### src/rtl/mult18x18_pp_accum.sv
// Reduces ten radix-4 Booth partial products to a 36-bit product (2 stages)
// and folds it into a 48-bit signed-overflow-checked accumulator (stage 3).
module mult18x18_pp_accum (
   input  logic        i_clk,
   input  logic        i_rst,
   input  logic        i_ce,
   input  logic        i_valid,
   input  logic        i_multa_ns,
   input  logic        i_multb_ns,
   input  logic        i_acc_load,
   input  logic        i_acc_clr,
   input  logic [19:0] i_pp1,
   input  logic [19:0] i_pp2,
   input  logic [19:0] i_pp3,
   input  logic [19:0] i_pp4,
   input  logic [19:0] i_pp5,
   input  logic [19:0] i_pp6,
   input  logic [19:0] i_pp7,
   input  logic [19:0] i_pp8,
   input  logic [19:0] i_pp9,
   input  logic [19:0] i_pp10,
   output logic [35:0] o_product,
   output logic        o_p_valid,
   output logic [47:0] o_acc,
   output logic        o_acc_valid,
   output logic        o_acc_ovf
);

   function automatic logic [35:0] f_align(input logic [19:0] pp, input logic [4:0] sh);
      logic [35:0] x;
      x = {{16{pp[19]}}, pp};
      return x << sh;
   endfunction

   // Returns {carry, sum}; carry is already shifted to its weight.
   function automatic logic [71:0] f_csa(input logic [35:0] a, input logic [35:0] b,
                                         input logic [35:0] c);
      logic [35:0] cy;
      cy = ((a & b) | (a & c) | (b & c)) << 1;
      return {cy, a ^ b ^ c};
   endfunction

   logic [35:0] w_op [10];
   logic [71:0] w_l1a, w_l1b, w_l1c, w_l2a, w_l2b, w_l3, w_l4, w_l5;
   logic [35:0] w_cpa;
   logic [47:0] w_ext;
   logic [47:0] w_sum;
   logic        w_ovf_add;

   logic [35:0] r_s1_sum;
   logic [35:0] r_s1_carry;
   logic        r_s1_valid;
   logic        r_s1_psigned;
   logic        r_s1_load;
   logic        r_s2_psigned;
   logic        r_s2_load;

   assign w_op[0] = f_align(i_pp1,  5'd0);
   assign w_op[1] = f_align(i_pp2,  5'd2);
   assign w_op[2] = f_align(i_pp3,  5'd4);
   assign w_op[3] = f_align(i_pp4,  5'd6);
   assign w_op[4] = f_align(i_pp5,  5'd8);
   assign w_op[5] = f_align(i_pp6,  5'd10);
   assign w_op[6] = f_align(i_pp7,  5'd12);
   assign w_op[7] = f_align(i_pp8,  5'd14);
   assign w_op[8] = f_align(i_pp9,  5'd16);
   assign w_op[9] = f_align(i_pp10, 5'd18);

   // Wallace-style tree 10 -> 7 -> 5 -> 4 -> 3 -> 2; w_op[9] rides down to the last level.
   assign w_l1a = f_csa(w_op[0], w_op[1], w_op[2]);
   assign w_l1b = f_csa(w_op[3], w_op[4], w_op[5]);
   assign w_l1c = f_csa(w_op[6], w_op[7], w_op[8]);
   assign w_l2a = f_csa(w_l1a[35:0], w_l1a[71:36], w_l1b[35:0]);
   assign w_l2b = f_csa(w_l1b[71:36], w_l1c[35:0], w_l1c[71:36]);
   assign w_l3  = f_csa(w_l2a[35:0], w_l2a[71:36], w_l2b[35:0]);
   assign w_l4  = f_csa(w_l3[35:0], w_l3[71:36], w_l2b[71:36]);
   assign w_l5  = f_csa(w_l4[35:0], w_l4[71:36], w_op[9]);

   assign w_cpa     = r_s1_sum + r_s1_carry;
   assign w_ext     = r_s2_psigned ? {{12{o_product[35]}}, o_product} : {12'd0, o_product};
   assign w_sum     = o_acc + w_ext;
   assign w_ovf_add = (o_acc[47] == w_ext[47]) && (w_sum[47] != o_acc[47]);

   // Stage 1: register the carry-save pair and the control that travels with it.
   always_ff @(posedge i_clk or posedge i_rst) begin
      if (i_rst) begin
         r_s1_sum     <= 36'd0;
         r_s1_carry   <= 36'd0;
         r_s1_valid   <= 1'b0;
         r_s1_psigned <= 1'b0;
         r_s1_load    <= 1'b0;
      end else if (i_ce) begin
         r_s1_sum     <= w_l5[35:0];
         r_s1_carry   <= w_l5[71:36];
         r_s1_valid   <= i_valid;
         r_s1_psigned <= i_multa_ns | i_multb_ns;
         r_s1_load    <= i_acc_load;
      end
   end

   // Stage 2: carry-propagate add into the product register.
   always_ff @(posedge i_clk or posedge i_rst) begin
      if (i_rst) begin
         o_product    <= 36'd0;
         o_p_valid    <= 1'b0;
         r_s2_psigned <= 1'b0;
         r_s2_load    <= 1'b0;
      end else if (i_ce) begin
         o_product    <= w_cpa;
         o_p_valid    <= r_s1_valid;
         r_s2_psigned <= r_s1_psigned;
         r_s2_load    <= r_s1_load;
      end
   end

   // Stage 3: clear wins over accumulate, but a colliding product is loaded rather than lost.
   always_ff @(posedge i_clk or posedge i_rst) begin
      if (i_rst) begin
         o_acc       <= 48'd0;
         o_acc_valid <= 1'b0;
         o_acc_ovf   <= 1'b0;
      end else if (i_ce) begin
         o_acc_valid <= o_p_valid;
         if (i_acc_clr) begin
            o_acc     <= o_p_valid ? w_ext : 48'd0;
            o_acc_ovf <= 1'b0;
         end else if (o_p_valid) begin
            if (r_s2_load) begin
               o_acc     <= w_ext;
               o_acc_ovf <= 1'b0;
            end else begin
               o_acc     <= w_sum;
               o_acc_ovf <= o_acc_ovf | w_ovf_add;
            end
         end
      end
   end

endmodule

### config.mk
export PLATFORM = sky130hd
export DESIGN_NAME = mult18x18_pp_accum
export DESIGN_NICKNAME = d
export VERILOG_FILES = /design/src/rtl/mult18x18_pp_accum.sv
export SDC_FILE = /design/constraint.sdc
export NUM_CORES = 1
export LEC_CHECK = 0
export BUFFER_PORTS_ARGS = -buffer_cell sky130_fd_sc_hd__buf_2
export CAP_MARGIN = 20
export CORE_MARGIN = 2
export CORE_UTILIZATION = 55
export DETAILED_ROUTE_END_ITERATION = 6
export PLACE_DENSITY = 0.8
export SLEW_MARGIN = 20
export SYNTH_ARGS = -nofsm -noshare
export SYNTH_HDL_FRONTEND = slang
export SYNTH_SLANG_ARGS = --single-unit
### constraint.sdc
create_clock -name i_clk -period 11.65 [get_ports i_clk]
set_input_delay 0.5825 -clock i_clk [delete_from_list [all_inputs] [get_ports i_clk]]
set_output_delay 0.5825 -clock i_clk [all_outputs]
set_load 0.01 [all_outputs]
==> results.json, run 1 <==
{
  "core_sq_mm": 0.0267,
  "r2r_cells": 13,
  "leakage_nw": 8.53,
  "drv_cap": 0,
  "fmax_mhz": 247,
  "finalHoldViolations": 0,
  "drtIter0Drc": 703,
  "ant_nets": 0,
  "avgViaCountPerCell": 5.64,
  "clk_root_buffer_cell": "clkbuf_16",
  "critical_path_arrival_ps": 4360,
  "ioPinCount": 295,
  "clk_latency_ps": 430,
  "status": "finished, final reports clean",
  "cp-startpoint": "i_pp1[19]",
  "skew_ps": 11.3,
  "cpMostUsedCell": "fa_1",
  "syn_area_sq_mm": 0.0148,
  "synth_edf_count": 0,
  "ys_ff_latch": 157,
  "crit_chain": "buf_2, inv_1, fa_1, inv_1, fa_1, inv_1, fa_1, inv_1, fa_1, fa_1, mux2_2",
  "cts_setup_buffers": 0,
  "finalNetCount": 2199,
  "yosysTopAreaCell": "dfrtp_1",
  "syn-instance-count": 1455,
  "drv_slew": 0,
  "min_period_over_period": 0.348,
  "die_w_microns": 168,
  "synth.yosys.seq_area_share": 0.265,
  "io_buffers": 292,
  "timing.rr.end": "o_product[35]",
  "drt-total-wl_microns": 34300,
  "start_util": 0.555,
  "grt_overflow_total": 0,
  "final_common_cell": "buf_2",
  "slowest_stage": "fa_1",
  "drive_gt1_frac": 0.261,
  "cts_hold_buf": 0,
  "ys_types": 77,
  "rsz0062_at_grt": "no",
  "cts_resized": 0,
  "core.rowCount": 60,
  "slowest_delay_ps": 830,
  "cts.sinks": 157,
  "grt_max_degree": 82,
  "synth_area_per_cell_sq_um": 10.2,
  "dp.cells": 2039,
  "place_hpwl_microns": 27100,
  "diodes": 0,
  "die_area_sq_mm": 0.0283,
  "r2r_slack_ps": 7960,
  "drc": 0,
  "clockBufferDepth": 2,
  "setup_tns_ps": 0,
  "hold_class": "input port to asynchronous set/reset pin",
  "first_pass_iters": 7,
  "regArea_sq_mm": 0.00393,
  "vdd_ir_drop_max_uv": 141,
  "cts_tree": "built",
  "n_fill_cell": 2159,
  "gp_congestion": 0.883,
  "async_flop_share": 1.00,
  "multi_input_comb_area_sq_mm": 0.00993,
  "grtUsageTotal": 0.251,
  "area_growth_pct": 15.9,
  "num_vias": 11700,
  "cp-start-kind": "input port",
  "place_worst_setup_slack_ps": 7120,
  "fin_crit_ps": 4050,
  "grt_pass1_vias": 12000,
  "timing.slew.headroom": 0.474,
  "syn_nets": 1937,
  "final_cell_mix": "buf_2 (291), inv_1 (203), fa_1 (170)",
  "crit_fanout": 7,
  "cp_data_required_time_ps": 11960,
  "synth.area.top_cells": "dfrtp_1 (26%), fa_1 (23%), ha_1 (8.8%)",
  "end_kind": "register",
  "r2r_start": "r_s1_carry[7]",
  "total_power_mw": 4.88,
  "path_clk_slew_ps": 60,
  "synth.top_cell.area_share": 0.265,
  "routedWlPerCell_microns": 16.6,
  "final_cell_count_no_fill": 2070,
  "finalWorstSetupSlack_ps": 7600,
  "yosys_warnings": 0,
  "worstMarginPinSlew_ps": 783,
  "critPathKind": "input port to register",
  "numCtsBuffers": 17,
  "powerDensity_mw_per_mm2": 284,
  "grt_antenna_before_repair": 0,
  "ys.flop_type": "dfrtp_1",
  "die_h_microns": 168,
  "grt_pass1_wl_microns": 57400,
  "setup_viol": 0,
  "htreeDepth": 4
}
-- worst max-delay path, delay by kind of cell --
| family | cells | cell delay, ps |
|---|---|---|
| buffers and inverters | 5 | 570 |
| multiplexers | 1 | 280 |
| adder cells (fa/ha/maj) | 5 | 2920 |
-- layer usage --
| layer | share of wire | wire length (microns) | GRT usage |
|---|---|---|---|
| met1 | 0.41 | 14000 | 0.309 |
| met2 | 0.50 | 17100 | 0.439 |
| met3 | 0.065 | 2240 | 0.0484 |
| met4 | 0.030 | 1040 | 0.0918 |
| met5 | 0 | 0 | 0 |
-- flip-flops by register name, summed over array words and instances, names as in the netlist, 29 cells and up --
signal and cells:
r_s1_carry 29, r_s1_sum 36, o_product 36, o_acc 48
-- kinds of logic (layout without fill, tap and decap cells) --
kind of cell	after synthesis	in the layout	synth area share
compound gates	299	299	0.138
flops	157	157	0.265
mux	110	110	0.0833
buf+inv	261	535	0.0673
xor+xnor	64	64	0.0378
fa+ha+maj	275	275	0.318
simple gates	289	289	0.0907
-- synth_stat cells, drive strengths merged, types with 12 or more instances --
cell type and instances:
a21oi 81, mux2 98, nand3 20, buf 14, xor2 19, nand2 72, nand4 14, fa 170
nand2b 12, clkbuf 42, dfrtp 157, inv 205, ha 104, a21o 29, nor2 107, xnor2 45
nor3 12, o21ai 69, a221oi 21
-- power by group --
group          switching, mW  internal, mW
Clock                  0.223         0.371
Sequential             0.252         0.798
Combinational           1.76          1.48
-- worst max-delay path by stage --
stage                         endpoint  slack (ps)  cells after the start
after CTS                 r_s1_sum[34]        7570                     11
after detailed placement  r_s1_sum[34]        7120                     11
after global routing      r_s1_sum[34]        7440                     11
after global placement    r_s1_sum[29]        7210                     11
final                     r_s1_sum[29]        7600                     11
after floorplan               o_acc[0]        6830                      1
-- final cells by class --
| cell class | instances | area share |
|---|---|---|
| Sequential cell | 157 | 0.228 |
| Timing Repair Buffer | 299 | 0.0884 |
| Clock buffer | 22 | 0.0270 |
| Inverter | 205 | 0.0450 |
| Tap cell | 341 | 0.0248 |
| Clock inverter | 9 | 0.00909 |
| Multi-Input combinational cell | 1037 | 0.577 |
-- through the flow --
stage / instance area (sq um) / hold WS, ps / utilization
finish: 17200 / 283 / 0.643
global route: 17200 / 347 / 0.643
CTS: 17200 / 307 / 0.643
detailed placement: 16600 / 494 / 0.620
global placement: 16600 / 465 / 0.620
floorplan: 14800 / 449 / -
Note: power is estimated with default switching activity, not from simulation.
==> run 2: changes to the inputs <==
--- a/config.mk
+++ b/config.mk
@@ -5,12 +5,13 @@
 export SDC_FILE = /design/constraint.sdc
 export NUM_CORES = 1
 export LEC_CHECK = 0
+export ABC_AREA = 1
 export BUFFER_PORTS_ARGS = -buffer_cell sky130_fd_sc_hd__buf_2
 export CAP_MARGIN = 20
 export CORE_MARGIN = 2
-export CORE_UTILIZATION = 55
+export CORE_UTILIZATION = 53
 export DETAILED_ROUTE_END_ITERATION = 6
-export PLACE_DENSITY = 0.8
+export PLACE_DENSITY = 0.79
 export SLEW_MARGIN = 20
 export SYNTH_ARGS = -nofsm -noshare
 export SYNTH_HDL_FRONTEND = slang
==> constraint.sdc (replaced) <==
create_clock -name i_clk -period 3.4 [get_ports i_clk]
set_input_delay 0.17 -clock i_clk [delete_from_list [all_inputs] [get_ports i_clk]]
set_output_delay 0.17 -clock i_clk [all_outputs]
set_load 0.01 [all_outputs]
==> results.json, run 2 <==
{
  "critical_path_arrival_ps": 3230,
  "critPathKind": "input port to register",
  "synth.area.top_cells": "dfrtp_1 (24%), fa_1 (21%), nand2_1 (16%)",
  "n_fill_cell": 2746,
  "async_flop_share": 1.00,
  "worstHoldStart": "i_pp2[0]",
  "grt_pass1_vias": 15300,
  "syn_area_sq_mm": 0.0164,
  "grt_overflow_total": 0,
  "drv_slew": 0,
  "routedWlPerCell_microns": 15.4,
  "ys_types": 37,
  "grtUsageTotal": 0.291,
  "grt_pass1_wl_microns": 75700,
  "cts_setup_buffers": 0,
  "yosysTopAreaCell": "dfrtp_1",
  "crit_cells": 11,
  "fin_crit_ps": 2900,
  "ys.flop_type": "dfrtp_1",
  "crit_chain": "buf_2, inv_1, fa_2, inv_1, fa_1, buf_4, fa_1, fa_1, fa_1, nand2_1, nand2_1",
  "clk_latency_ps": 440,
  "drc": 0,
  "syn_nets": 2733,
  "path_buf_inv": 4,
  "htreeDepth": 4,
  "min_period_over_period": 0.854,
  "timing.rr.end": "o_acc[47]",
  "final_cell_mix": "nand2_1 (712), inv_1 (400), buf_2 (291)",
  "drv_cap": 0,
  "r2r_slack_ps": 690,
  "synth_most_common_cell": "nand2_1",
  "grt_max_degree": 142,
  "ant_nets": 0,
  "drive_gt1_frac": 0.154,
  "synth.yosys.seq_area_share": 0.240,
  "gp_congestion": 0.958,
  "cp_data_required_time_ps": 3730,
  "cts_hold_buf": 7,
  "rsz0062_at_grt": "no",
  "largest_register_ff_count": 48,
  "clk_root_buffer_cell": "clkbuf_16",
  "r2r_start": "o_product[35]",
  "worstMarginPinSlew_ps": 829,
  "die_area_sq_mm": 0.0323,
  "finalNetCount": 3020,
  "total_power_mw": 16.8,
  "num_vias": 15100,
  "yosys_warnings": 0,
  "cp-start-kind": "input port",
  "critPathTopFamily": "adder cells",
  "setup_viol": 0,
  "vdd_ir_drop_max_uv": 401,
  "die_h_microns": 180,
  "die_w_microns": 180,
  "drt-total-wl_microns": 45400,
  "core.rowCount": 64,
  "final_common_cell": "nand2_1",
  "grt_antenna_before_repair": 0,
  "clockBufferDepth": 2,
  "end_kind": "register",
  "setup_tns_ps": 0,
  "endpoint": "r_s1_sum[31]",
  "core_sq_mm": 0.0305,
  "avgViaCountPerCell": 5.12,
  "leakage_nw": 10.7,
  "crit_fanout": 5,
  "io_buffers": 292,
  "final_cell_count_no_fill": 2947,
  "diodes": 0,
  "status": "finished, final reports clean",
  "largest-register": "o_acc",
  "cts.sinks": 157,
  "slowest_delay_ps": 610,
  "dp.cells": 2908,
  "synth_area_per_cell_sq_um": 7.27,
  "reg_top3": "o_acc: 48 flops, o_product: 36 flops, r_s1_sum: 36 flops",
  "powerDensity_mw_per_mm2": 887,
  "slowest_stage": "fa_2",
  "synth.top_cells.by_count": "nand2_1 (712), inv_1 (402), nor2_1 (184), fa_1 (170), dfrtp_1 (157)",
  "finalHoldViolations": 0,
  "r2r_cells": 16,
  "numCtsBuffers": 17,
  "area_growth_pct": 15.8,
  "cp-startpoint": "i_pp1[19]",
  "synth.top_cell.area_share": 0.240,
  "cts_tree": "built",
  "first_pass_iters": 5,
  "synth_edf_count": 0,
  "ioPinCount": 295,
  "ys_ff_latch": 157,
  "timing.slew.headroom": 0.447,
  "syn-instance-count": 2251,
  "start_util": 0.536,
  "cpMostUsedCell": "fa_1",
  "path_clk_slew_ps": 70,
  "drtIter0Drc": 972,
  "fmax_mhz": 345,
  "skew_ps": 12.1,
  "hold_class": "input port to register",
  "place_hpwl_microns": 37500,
  "cts_resized": 0
}
-- run 2: cell types whose count changed after synthesis, moves of 35 or more --
| cell | change |
|---|---|
| inv_1 | +198 |
| mux2_2 | -98 |
| nand2_1 | +640 |
| nand3_1 | +84 |
| nor2_1 | +77 |
| xnor2_1 | -35 |
-- run 2: worst min path at each step --
stage	endpoint	slack, ps	cells after the start
2_1_floorplan	r_s1_load	290	2
3_3_place_gp	o_acc[4]	220	2
3_5_place_dp	o_acc[5]	220	2
4_1_cts	r_s1_sum[2]	30	4
5_1_grt	r_s1_sum[2]	60	4
6_report	r_s1_sum[2]	50	4
-- run 2: layout make-up --
type                            instances  area, sq um  area share
Tap cell                              396          495      0.0261
Sequential cell                       157         3930       0.207
Clock inverter                         15          163     0.00858
Multi-Input combinational cell       1628        10700       0.563
Timing Repair Buffer                  322         1720      0.0907
Inverter                              412         1550      0.0818
Clock buffer                           17          425      0.0224
-- run 2: tightest hold or removal path, stage by stage --
cell and delay (ps):
buf_2 80, ha_1 110, nand2_1 50, nand2_1 50
-- run 2: metrics by stage --
step | utilization | cell area, sq um | setup WS (ps) | hold slack, ps
final | 0.621 | 19000 | 498 | 53.4
after CTS | 0.621 | 19000 | 514 | 33.8
after floorplan | - | 16400 | 22.1 | 287
after detailed placement | 0.600 | 18300 | 57.3 | 218
after global placement | 0.600 | 18300 | 153 | 218
after global routing | 0.621 | 19000 | 344 | 56.1
-- run 2: layer usage --
layer,track usage,vias to the layer above,share of wire
met5,0,-,0
met4,0.101,0,0.031
met3,0.0405,81,0.059
met2,0.480,497,0.47
met1,0.395,7024,0.44
li1,-,7483,-
-- run 2: power by group --
part / switching (mW) / total, mW / internal (mW) / leakage (nW)
Sequential: 0.840 / 3.48 / 2.64 / 1.90
Clock: 0.866 / 1.96 / 1.10 / 0.287
Combinational: 7.04 / 11.4 / 4.34 / 8.50
Total: 8.74 / 16.8 / 8.07 / 10.7
-- run 2: cells by family after synthesis --
family / synth area share
and+or+nand+nor: 0.258
buffers and inverters: 0.108
DFF: 0.240
AOI/OAI and AO/OA: 0.0864
xor gates and xnor gates: 0.0203
adders and majority gates: 0.287
==> run 3: changes to the inputs <==
--- a/config.mk
+++ b/config.mk
@@ -11,7 +11,7 @@
 export CORE_MARGIN = 2
 export CORE_UTILIZATION = 53
 export DETAILED_ROUTE_END_ITERATION = 6
-export PLACE_DENSITY = 0.79
+export PLACE_DENSITY = 0.9
 export SLEW_MARGIN = 20
 export SYNTH_ARGS = -nofsm -noshare
 export SYNTH_HDL_FRONTEND = slang
==> results.json, run 3 (synthesized netlist as in run 2, its figures left out) <==
{
  "grt_pass1_wl_microns": 77400,
  "io_buffers": 292,
  "r2r_start": "o_product[0]",
  "drc": 0,
  "routedWlPerCell_microns": 16.2,
  "gp_congestion": 0.990,
  "grt_pass1_vias": 15600,
  "switching_share": 0.528,
  "cts_setup_buffers": 0,
  "critical_path_arrival_ps": 3240,
  "worstMarginPinSlew_ps": 904,
  "htreeDepth": 4,
  "r2r_slack_ps": 570,
  "cts.sinks": 157,
  "num_vias": 15400,
  "p_int_mw": 8.00,
  "worstHoldStart": "i_pp2[0]",
  "leakage_nw": 10.7,
  "avgViaCountPerCell": 5.21,
  "die_h_microns": 180,
  "clockBufferDepth": 2,
  "first_pass_iters": 6,
  "fmax_mhz": 343,
  "hold_class": "input port to register",
  "largest-register": "o_acc",
  "cts_tree": "built",
  "min_period_over_period": 0.857,
  "reg_top3": "o_acc: 48 flops, o_product: 36 flops, r_s1_sum: 36 flops",
  "drive_gt1_frac": 0.155,
  "setup_tns_ps": 0,
  "end_kind": "register",
  "area_growth_pct": 16.0,
  "crit_fanout": 5,
  "timing.slew.headroom": 0.397,
  "grt_antenna_before_repair": 1,
  "drv_slew": 0,
  "grt_overflow_total": 0,
  "pwr-share-comb": 0.683,
  "drtIter0Drc": 1175,
  "numCtsBuffers": 17,
  "grt_max_degree": 98,
  "power.share.sequential": 0.201,
  "final_common_cell": "nand2_1",
  "final_cell_mix": "nand2_1 (712), inv_1 (400), buf_2 (291)",
  "clk_root_buffer_cell": "clkbuf_16",
  "place_hpwl_microns": 39200,
  "cts_resized": 0,
  "fin_util": 0.622,
  "start_util": 0.536,
  "n_fill_cell": 2704,
  "fin_crit_ps": 2910,
  "clk_latency_ps": 450,
  "rsz0062_at_grt": "no",
  "finalNetCount": 3021,
  "finalHoldViolations": 0,
  "cp_data_required_time_ps": 3730,
  "drv_cap": 0,
  "vdd_ir_drop_max_uv": 458,
  "skew_ps": 8.81,
  "core.rowCount": 64,
  "ant_nets": 0,
  "switching_power_mw": 8.95,
  "path_clk_slew_ps": 80,
  "setup_viol": 0,
  "critPathKind": "input port to register",
  "die_area_sq_mm": 0.0323,
  "powerDensity_mw_per_mm2": 893,
  "ioPinCount": 295,
  "status": "finished, final reports clean",
  "clockPowerShare": 0.116,
  "cp-startpoint": "i_pp1[19]",
  "cp-start-kind": "input port",
  "drt-total-wl_microns": 47700,
  "core_sq_mm": 0.0305,
  "grtUsageTotal": 0.299,
  "die_w_microns": 180,
  "largest_register_ff_count": 48
}
## run 3: final timing paths
| check | end | depth (start not counted) |
|---|---|---|
| worst max-delay path | r_s1_sum[33] | 11 |
| worst min-delay path | r_s1_sum[2] | 4 |
| worst max register to register | o_acc[44] | 16 |
| worst min register to register | r_s1_sum[2] | 2 |
| max in group asynchronous | r_s1_sum[29] | 4 |
| min in group asynchronous | o_acc[5] | 3 |
## run 3: power by group through the flow
stage                     sequential, mW  combinational (mW)  clock, mW
after floorplan                     3.36                8.16          0
after global placement              3.37                11.1          0
after detailed placement            3.41                11.4          0
after CTS                           3.39                11.5       1.98
after global routing                3.50                13.2       2.05
final                               3.41                11.6       1.96
## run 3: what timing repair did
| action | CTS | global route |
|---|---|---|
| endpoints found under the hold margin | 34 | 0 |
| hold buffers | 7 | 0 |
| setup endpoints to repair | 0 | 0 |
## run 3: metrics by stage
step                instance area, sq um  instances  total power, mW  hold slack, ps  worst slack, ps
finish                             19000       2949             16.9            50.3              486
global route                       19000       2949             18.8            79.7              340
CTS                                19000       2948             16.9            36.3              503
detailed placement                 18300       2909             14.8             377             32.1
global placement                   18300       2909             14.4             367              166
floorplan                          16400       2251             11.5             287             22.1
## run 3: per-layer routing
layer / part of all wire / GRT usage / vias up
met3: 0.059 / 0.0336 / 88
met4: 0.033 / 0.111 / 0
met1: 0.42 / 0.391 / 7227
li1: - / - / 7484
met2: 0.48 / 0.514 / 553
met5: 0 / 0 / -
## run 3: area by class of cell
class                      count  area (sq um)  area share
sequential                   157          3930       0.207
clock buffer                  17           425      0.0224
clock inverter                15           160     0.00844
tap                          396           495      0.0261
antenna                        1          2.50    0.000132
multi-input combinational   1628         10700       0.562
timing repair buffer         323          1750      0.0923
inverter                     412          1550      0.0817
## run 3: critical path, stage by stage
cell and delay (ps):
buf_2 100, inv_1 110, fa_2 590, inv_1 60, fa_1 510, buf_4 180
fa_1 430, fa_1 520, fa_1 430, nand2_1 90, nand2_1 60
